==> src/rtl/fsm_burst_rd.sv <==
// Burst-read handshake controller: issues 1..2^BURST_W READ/DELAY beats per go,
// retrying a beat on ws up to MAX_RETRY times before aborting with err.
module fsm_burst_rd #(
   parameter int BURST_W   = 4,
   parameter int MAX_RETRY = 3
) (
   input  logic               clock,
   input  logic               reset,
   input  logic               go,
   input  logic [BURST_W-1:0] burst_len,
   input  logic               ws,
   output logic               rd,
   output logic               ds,
   output logic               err,
   output logic               busy,
   output logic [BURST_W:0]   beat_cnt
);

   localparam int RW = $clog2(MAX_RETRY + 1);
   localparam logic [BURST_W:0] FULL_LEN  = {1'b1, {BURST_W{1'b0}}};
   localparam logic [RW-1:0]    RETRY_MAX = RW'(MAX_RETRY);

   typedef enum logic [2:0] {
      IDLE  = 3'd0,
      READ  = 3'd1,
      DELAY = 3'd2,
      DONE  = 3'd3,
      ERROR = 3'd4
   } state_t;

   state_t           state_q, state_d;
   logic [BURST_W:0] remaining_q, remaining_d;
   logic [BURST_W:0] beat_cnt_q, beat_cnt_d;
   logic [RW-1:0]    retry_q, retry_d;
   logic             rd_q, rd_d;
   logic             ds_q, ds_d;
   logic             err_q, err_d;
   logic             busy_q, busy_d;

   always_comb begin
      state_d     = state_q;
      remaining_d = remaining_q;
      beat_cnt_d  = beat_cnt_q;
      retry_d     = retry_q;
      case (state_q)
         IDLE: begin
            if (go) begin
               state_d     = READ;
               remaining_d = (burst_len == '0) ? FULL_LEN : {1'b0, burst_len};
               beat_cnt_d  = '0;
               retry_d     = '0;
            end
         end
         READ:  state_d = DELAY;
         DELAY: begin
            if (ws) begin
               if (retry_q < RETRY_MAX) begin
                  state_d = READ;
                  retry_d = retry_q + RW'(1);
               end else begin
                  state_d = ERROR;
               end
            end else begin
               beat_cnt_d  = beat_cnt_q + 1'b1;
               remaining_d = remaining_q - 1'b1;
               retry_d     = '0;
               state_d     = (remaining_q == (BURST_W+1)'(1)) ? DONE : READ;
            end
         end
         DONE:    state_d = IDLE;
         ERROR:   state_d = IDLE;
         default: state_d = IDLE;
      endcase

      // Outputs are decoded from the next state so they register alongside it.
      rd_d   = (state_d == READ) || (state_d == DELAY);
      ds_d   = (state_d == DONE);
      err_d  = (state_d == ERROR);
      busy_d = (state_d != IDLE);
   end

   always_ff @(posedge clock) begin
      if (reset) begin
         state_q     <= IDLE;
         remaining_q <= '0;
         beat_cnt_q  <= '0;
         retry_q     <= '0;
         rd_q        <= 1'b0;
         ds_q        <= 1'b0;
         err_q       <= 1'b0;
         busy_q      <= 1'b0;
      end else begin
         state_q     <= state_d;
         remaining_q <= remaining_d;
         beat_cnt_q  <= beat_cnt_d;
         retry_q     <= retry_d;
         rd_q        <= rd_d;
         ds_q        <= ds_d;
         err_q       <= err_d;
         busy_q      <= busy_d;
      end
   end

   assign rd       = rd_q;
   assign ds       = ds_q;
   assign err      = err_q;
   assign busy     = busy_q;
   assign beat_cnt = beat_cnt_q;

endmodule

==> config.mk <==
export PLATFORM = sky130hd
export DESIGN_NAME = fsm_burst_rd
export DESIGN_NICKNAME = d
export VERILOG_FILES = /design/src/rtl/fsm_burst_rd.sv
export SDC_FILE = /design/constraint.sdc
export NUM_CORES = 1
export LEC_CHECK = 0
export ABC_CLOCK_PERIOD_IN_PS = 1500
export CORE_ASPECT_RATIO = 1.1
export CORE_MARGIN = 2
export CORE_UTILIZATION = 50
export CTS_BUF_LIST = sky130_fd_sc_hd__clkbuf_16
export DETAILED_ROUTE_END_ITERATION = 10
export GPL_TIMING_DRIVEN = 0
export PLACE_DENSITY_LB_ADDON = 0.1
export SYNTH_ARGS = -nofsm -noshare
export SYNTH_HDL_FRONTEND = slang
export SYNTH_SLANG_ARGS = --single-unit
==> constraint.sdc <==
create_clock -name clock -period 1.5 [get_ports clock]
set_input_delay 0.3 -clock clock [delete_from_list [all_inputs] [get_ports clock]]
set_output_delay 0.3 -clock clock [all_outputs]
set_load 0.005 [all_outputs]
Word-level counts from Yosys, hierarchy flattened
Cells that the tools add are included.
Widths: inputs -> output; s select.
- add/sub/neg operators: 3
- $lt $le $gt $ge: 1
- eq/ne operators: 10
- mux-type cells: 16
- reductions and logical operators: 7
- operator list (kind ; number):
    $mux 5 ; 5
    $pmux 5 s2 ; 2
    $eq 3x2->1 const B ; 3
    $mux 3 ; 3
    $pmux 3 s3 ; 1
    $mux 2 ; 4
    $eq 3x1->1 const B ; 2
    $reduce_and 3->1 ; 2
    $add 5x1->5 const B ; 1
    $eq 5x1->1 const B ; 1
    $sub 5x1->5 const B ; 1
    $logic_not 4->1 ; 1
    $ne 2x2->1 const B ; 2
    $pmux 2 s2 ; 1
    $eq 3x3->1 const B ; 1
    $logic_not 3->1 ; 1
    $ne 3x3->1 const B ; 1
    $reduce_bool 3->1 ; 1
    $add 2x1->2 const B ; 1
    $lt 2x2->1 const B ; 1
    $reduce_bool 2->1 ; 1
    $logic_or 1x1->1 ; 1
- flip-flop bits (word level): 19
- input port bits: 8
- output and inout bits: 9

Depth between registers and ports, before layout
Gate-level depths: netlist of the first run.
- word-level depth: 6
- gate-level depth with buffers: 6
- gate-level depth less buffers: 6

Worst setup path after synthesis of the first run
OpenSTA, ideal clock, no wires.
- path kind: reg2reg
- start point: register state_q[1]
- end point: register beat_cnt_q[0] (netlist: beat_cnt[0])
- arrival time: 1.181 ns
- required time: 1.372 ns
- setup slack: 0.191 ns
- stages on the path, launching flop included: 7
- path buffers: 2
- path through: dfxtp_1 -> buf_6 -> and2b_1 -> o21ai_1 -> buf_4 -> mux2i_1 -> nor2_1
- word-level cells in the longest chain between the ends: 3
- elaborated cells between the ends (all ways): 7
- classes of those cells: 3 x eq/ne; 1 x mux; 3 x reduce/logical
- ends and longest elaborated chain (element ; line ; text):
    from (decl) ; 31 ; state_t state_q, state_d;
    from (signal assigned) ; 93 ; state_q <= state_d;
    $eq 3x2->1 / $logic_not 3->1 (equally long branches) ; 45 ; case (state_q)
    $ne 2x2->1 (no source line) / $reduce_bool 2->1 (equally long branches) ; - ;
    $reduce_and 3->1 (no source line) ; - ;
    to (signal assigned) ; 95 ; beat_cnt_q <= beat_cnt_d;
    to (decl) ; 33 ; logic [BURST_W:0] beat_cnt_q, beat_cnt_d;
Parallel ways exist; a longest one is shown, timed or not.
A chain may end at the register's enable or synchronous reset.

Final worst setup path of the first run
- start point: register beat_cnt_q[1] (netlist: beat_cnt[1])
- end point: output beat_cnt[1]
- RTL lines (element ; line ; text):
    to (decl) ; 16 ; output logic [BURST_W:0] beat_cnt
No word-level cell between the ends.

==> results.yml, run 1 <==
timing:
  fmax_mhz: 702
  setup_viol: 0
  relSlewSlack: 0.707
  slew_viol_final: 0
  hold_viol: 0
  worstMarginPinSlew_ns: 0.439
  rsz0062_at_grt: "false"
  finClkSkew_ns: 0.00247
  min_period_ns: 1.43
  fin_crit_sh: 0.950
  layout_setup_ws_ns: 0.0749
pwr:
  power.leakage_nw: 0.496
  vdd_drop_max_mv: 0.894
  power_density_nw_per_um2: 1010
critical_path:
  path_delay_family: "buffers and inverters"
  crit_type: "reg2out"
  slowest_stage: "clkdlybuf4s50_1"
  required_ns: 1.20
  cpPeakStageDelay_ns: 0.51
  end_kind: "output port"
  arrival_ns: 1.13
  path_cells: "clkdlybuf4s50_1"
  cp_max_fo: 4
  crit_buf_inv: 1
  startpoint_type: "register"
clock_network:
  cts.hold.buffers_added: 0
  cts.path.max_buffers: 2
  cts_root_buffer: "clkbuf_16"
  tritoncts: "yes"
  clkSinkCount: 19
  numCtsBuffers: 3
  path_clk_slew_ns: 0.05
  htree_levels: 1
  insertion_delay_ns: 0.25
place:
  place_ws_ns: -0.442
  port-buffer-count: 16
  dp_hpwl_mm: 1.33
  routabilityCongestion: 0.736
  dpl.cell_count: 140
layout:
  fill_cells: 142
  mostFrequentLayoutCell: "dfxtp_1"
  final_cells: 147
  layout-drive-gt1-share: 0.163
  synthToLayoutAreaGrowth_pct: 32.7
  num_antenna_cells: 0
  nets: 142
  layout_common_cells: "dfxtp_1 (16), clkdlybuf4s50_1 (14), nor2_1 (13)"
floorplan:
  chipWidth_um: 45.3
  core_um2: 1780
  start_util: 0.527
  die_h_um: 49.4
  pin_count: 17
  die-area_um2: 2240
  placementRows: 16
grt:
  overflow: 0
  antenna_found_initial: 0
  grt_pass1_vias: 799
  grt_max_degree: 12
  grtUsageTotal: 0.207
  grt_first_pass_wirelength_mm: 3.44
yosys:
  synth-edff-count: 0
  async_flop_share: 0
  synth_warnings: 0
  synthCells: 106
  syn_area_um2: 938
  syn_nets: 118
  synth.distinct_cells: 32
  synthFlopType: "dfxtp_1"
  avgSynthCellArea_um2: 8.85
  synth_seq_area_share: 0.405
  synth-seq-cells: 19
detailed_routing:
  dr.pass1.iters: 4
  wl_per_cell_um: 13.8
  drc: 0
  via_per_inst: 5.80
  num_vias: 853
  wl_mm: 2.02
  initialDrtViolationCount: 12
  antenna_left: 0
min_path:
  hold_class: "in2reg"
flow_run:
  drv_cap: 0
status:
  outcome: "finished, final reports clean"
-- routing by layer --
layer  global-route usage  up-vias  routed length [um]
met5                    0        -                   0
met4               0.0931        0                  41
met3               0.0333        4                  59
met2                0.319       23                 962
met1                0.276      400                 960
li1                     -      426                   -
-- synthesized netlist by cell type (all sizes together), types with 2 or more instances --
library cell / number / area share
nor2: 14 / 0.059
a21oi: 8 / 0.043
nor2b: 3 / 0.020
inv: 3 / 0.012
dfxtp: 19 / 0.41
a31oi: 2 / 0.013
and3: 3 / 0.020
nand4b: 3 / 0.028
a21o: 3 / 0.024
buf: 3 / 0.032
xor2: 3 / 0.028
o21ai: 5 / 0.031
nand2: 9 / 0.036
ha: 4 / 0.053
nor3: 4 / 0.021
mux2i: 3 / 0.032
o211ai: 3 / 0.024
nand4: 3 / 0.020
nor3b: 2 / 0.027
-- stage by stage --
step / setup TNS, ns / instance area, um^2 / hold slack [ns] / power [mW] / util
after floorplan: 0 / 938 / 0.369 / 0.646 / -
final: 0 / 1240 / 0.447 / 1.26 / 0.699
after global routing: 0 / 1240 / 0.486 / 1.31 / 0.699
after global placement: -3.45 / 1120 / 0.463 / 0.703 / 0.629
after detailed placement: -3.31 / 1120 / 0.465 / 0.705 / 0.629
after CTS: 0 / 1220 / 0.472 / 1.25 / 0.683
-- power breakdown --
group / internal (mW) / total, mW / switching, mW
sequential: 0.524 / 0.540 / 0.0157
clock: 0.357 / 0.549 / 0.192
combinational: 0.0836 / 0.172 / 0.0881
-- worst paths after layout --
check	start	to	slack (ns)	depth (start not counted)
worst min register to register	remaining_q[1]	remaining_q[1]	0.47	2
worst min-delay path	go	remaining_q[0]	0.45	3
worst max-delay path	beat_cnt[1]	beat_cnt[1]	0.07	1
worst max register to register	state_q[1]	beat_cnt[0]	0.09	6
-- timing repair --
item / CTS / global route
gates resized for setup: 6 / 6
gates cloned: 1 / 0
endpoints found under the setup margin: 7 / 12
pin swaps: 0 / 1
setup buffers: 0 / 2
-- logic make-up after synthesis --
logic type               share of synthesized area
AO/OA/AOI/OAI                                0.171
XOR/XNOR                                    0.0280
adder cells (fa/ha/maj)                     0.0533
buffers and inverters                       0.0480
flip-flops                                   0.405
multiplexers                                0.0320
AND/OR/NAND/NOR                              0.263
-- cell type report --
cell class | instances | area (um^2) | area share
Buffer | 4 | 33.8 | 0.0271
Multi-Input combinational cell | 80 | 532 | 0.427
Inverter | 3 | 11.3 | 0.00905
Clock inverter | 1 | 5.00 | 0.00402
Sequential cell | 19 | 384 | 0.309
Tap cell | 18 | 22.5 | 0.0181
Clock buffer | 3 | 75.1 | 0.0603
Timing Repair Buffer | 19 | 181 | 0.146
-- flip-flops by register name (all words and copies together) (netlist names) --
name	cells
beat_cnt	5
busy	1
ds	1
err	1
rd	1
remaining_q	5
retry_q	2
state_q	3
Power figures use the tool's default switching activity.
==> run 2: changes to the inputs <==
--- a/config.mk
+++ b/config.mk
@@ -5,6 +5,7 @@
 export SDC_FILE = /design/constraint.sdc
 export NUM_CORES = 1
 export LEC_CHECK = 0
+export ABC_AREA = 1
 export ABC_CLOCK_PERIOD_IN_PS = 1500
 export CORE_ASPECT_RATIO = 1.1
 export CORE_MARGIN = 2
==> run 2 against run 1 <==
Against the previous run: cell count up 20%; via count up 6.8%; worst setup slack worse by 0.027 ns; combinational power up 23%; power up 4.8%; largest cell class unchanged.
==> results.yml, run 2 <==
yosys:
  synth.distinct_cells: 22
  synthFlopType: "dfxtp_1"
  synth-edff-count: 0
  synth_warnings: 0
  async_flop_share: 0
  synth-seq-cells: 19
  synth_top_area_frac: 0.398
  synth_seq_area_share: 0.398
  synth.most_common_cell: "nor2_1"
  synthCells: 139
  synth_area_leaders: "dfxtp_1 (40%), nor2_1 (12%), nand2_1 (8.7%), nand3_1 (7.9%), inv_1 (6.7%)"
  avgSynthCellArea_um2: 6.87
  syn_nets: 151
  yosysTopAreaCell: "dfxtp_1"
  syn_area_um2: 955
  synth_commonest_cells: "nor2_1 (30), nand2_1 (22), dfxtp_1 (19)"
critical_path:
  path_delay_family: "buffers and inverters"
  cp_num_cells: 1
  startpoint: "beat_cnt[0]"
  arrival_ns: 1.15
  rr_worst_depth: 8
  slowest_stage: "clkdlybuf4s50_1"
  cpPeakStageDelay_ns: 0.53
  startpoint_type: "register"
  cp_max_fo: 5
  end_kind: "output port"
  reg2reg_from: "remaining_q[0]"
  path_cells: "clkdlybuf4s50_1"
  crit_buf_inv: 1
  required_ns: 1.20
  crit_type: "reg2out"
clock_network:
  cts_root_buffer: "clkbuf_16"
  htree_levels: 1
  tritoncts: "yes"
  clkSinkCount: 19
  path_clk_slew_ns: 0.05
  numCtsBuffers: 3
  post_cts_buffers: 0
  cts.path.max_buffers: 2
  insertion_delay_ns: 0.25
min_path:
  hold_start: "reset"
  holdPathStages: 2
  hold_class: "in2reg"
pwr:
  power_density_nw_per_um2: 1090
  power.leakage_nw: 0.566
  vdd_drop_max_mv: 0.727
grt:
  grt_max_degree: 12
  grt_first_pass_wirelength_mm: 3.39
  antenna_found_initial: 0
  grt_pass1_vias: 828
  grtUsageTotal: 0.199
  overflow: 0
timing:
  fin_crit_sh: 0.968
  worstMarginPinSlew_ns: 0.400
  min_period_ns: 1.45
  fmax_mhz: 689
  setup_tns_ns: 0
  hold_viol: 0
  rsz0062_at_grt: "false"
  relSlewSlack: 0.733
  slew_viol_final: 0
  finClkSkew_ns: 0.00243
  setup_viol: 0
layout:
  num_antenna_cells: 0
  layout_common_cells: "nor2_1 (30), nand2_1 (22), dfxtp_1 (17)"
  synthToLayoutAreaGrowth_pct: 26.7
  mostFrequentLayoutCell: "nor2_1"
  post-route-util: 0.679
  layout-drive-gt1-share: 0.101
  nets: 171
flow_run:
  drv_cap: 0
detailed_routing:
  dr.pass1.iters: 4
  wl_mm: 1.91
  drc: 0
  antenna_left: 0
  wl_per_cell_um: 10.9
  route.met3.wl_um: 61
  initialDrtViolationCount: 15
  wl_met2_um: 949
  num_vias: 911
  top_layer: "met4"
  wl_met1_um: 865
  via_per_inst: 5.18
floorplan:
  die_h_um: 49.8
  die-area_um2: 2280
  core_um2: 1780
  placementRows: 16
  pin_count: 17
  start_util: 0.536
  chipWidth_um: 45.7
status:
  outcome: "finished, final reports clean"
place:
  dp_hpwl_mm: 1.37
  port-buffer-count: 15
  routabilityCongestion: 0.770
-- run 2: area by class of cell --
| class | instances | area (um^2) |
|---|---|---|
| Fill cell | 154 | 572 |
| Multi-Input combinational cell | 100 | 490 |
| Sequential cell | 19 | 383 |
| Timing Repair Buffer | 15 | 150 |
| Clock buffer | 3 | 75.1 |
| Inverter | 18 | 67.6 |
| Tap cell | 18 | 22.5 |
| Buffer | 2 | 16.3 |
| Clock inverter | 1 | 5.00 |
-- run 2: timing repair --
| item | 4_1_cts | 5_1_grt |
|---|---|---|
| gates resized for setup | 0 | 3 |
| hold buffers | 0 | 0 |
| endpoints found under the hold margin | 0 | 0 |
| setup endpoints to repair | 0 | 4 |
-- run 2: worst reg2reg max path: cells and delay by family (launching register included) --
| family | cells | cell delay, ns |
|---|---|---|
| DFF | 1 | 0.37 |
| adders and majority gates | 1 | 0.24 |
| and+or+nand+nor | 4 | 0.22 |
| buffers and inverters | 2 | 0.16 |
| AOI/OAI and AO/OA | 1 | 0.15 |
-- run 2: cells by family after synthesis --
family / synth area share
xor gates and xnor gates: 0.00918
buffers and inverters: 0.0878
and+or+nand+nor: 0.354
AOI/OAI and AO/OA: 0.0983
DFF: 0.398
adders and majority gates: 0.0524
-- run 2: power breakdown --
part	internal [mW]	total (mW)	switching, mW
Clock	0.357	0.548	0.190
Sequential	0.537	0.562	0.0248
Combinational	0.0919	0.212	0.120
Total	0.986	1.32	0.335
-- run 2: routing by layer --
layer  vias up  global-route usage
met2        23               0.324
met1       406               0.255
met3         5              0.0330
met5         -                   0
met4         0              0.0735
li1        477                   -
-- run 2: path summary, 6_finish.rpt --
| kind | to | slack, ns |
|---|---|---|
| worst max register to register | remaining_q[2] | 0.24 |
| worst max-delay path | beat_cnt[0] | 0.05 |
| worst min register to register | beat_cnt[1] | 0.50 |
| worst min-delay path | beat_cnt[2] | 0.34 |
-- run 2: stage by stage --
stage	hold WS [ns]	std cells	worst slack (ns)	power (mW)	cell area [um^2]
floorplan	0.479	139	0.365	0.712	955
global placement	0.484	172	-0.116	0.776	1130
detailed placement	0.502	172	-0.132	0.781	1130
CTS	0.346	176	0.000489	1.33	1210
global route	0.369	176	0.00650	1.39	1210
finish	0.343	176	0.0479	1.32	1210
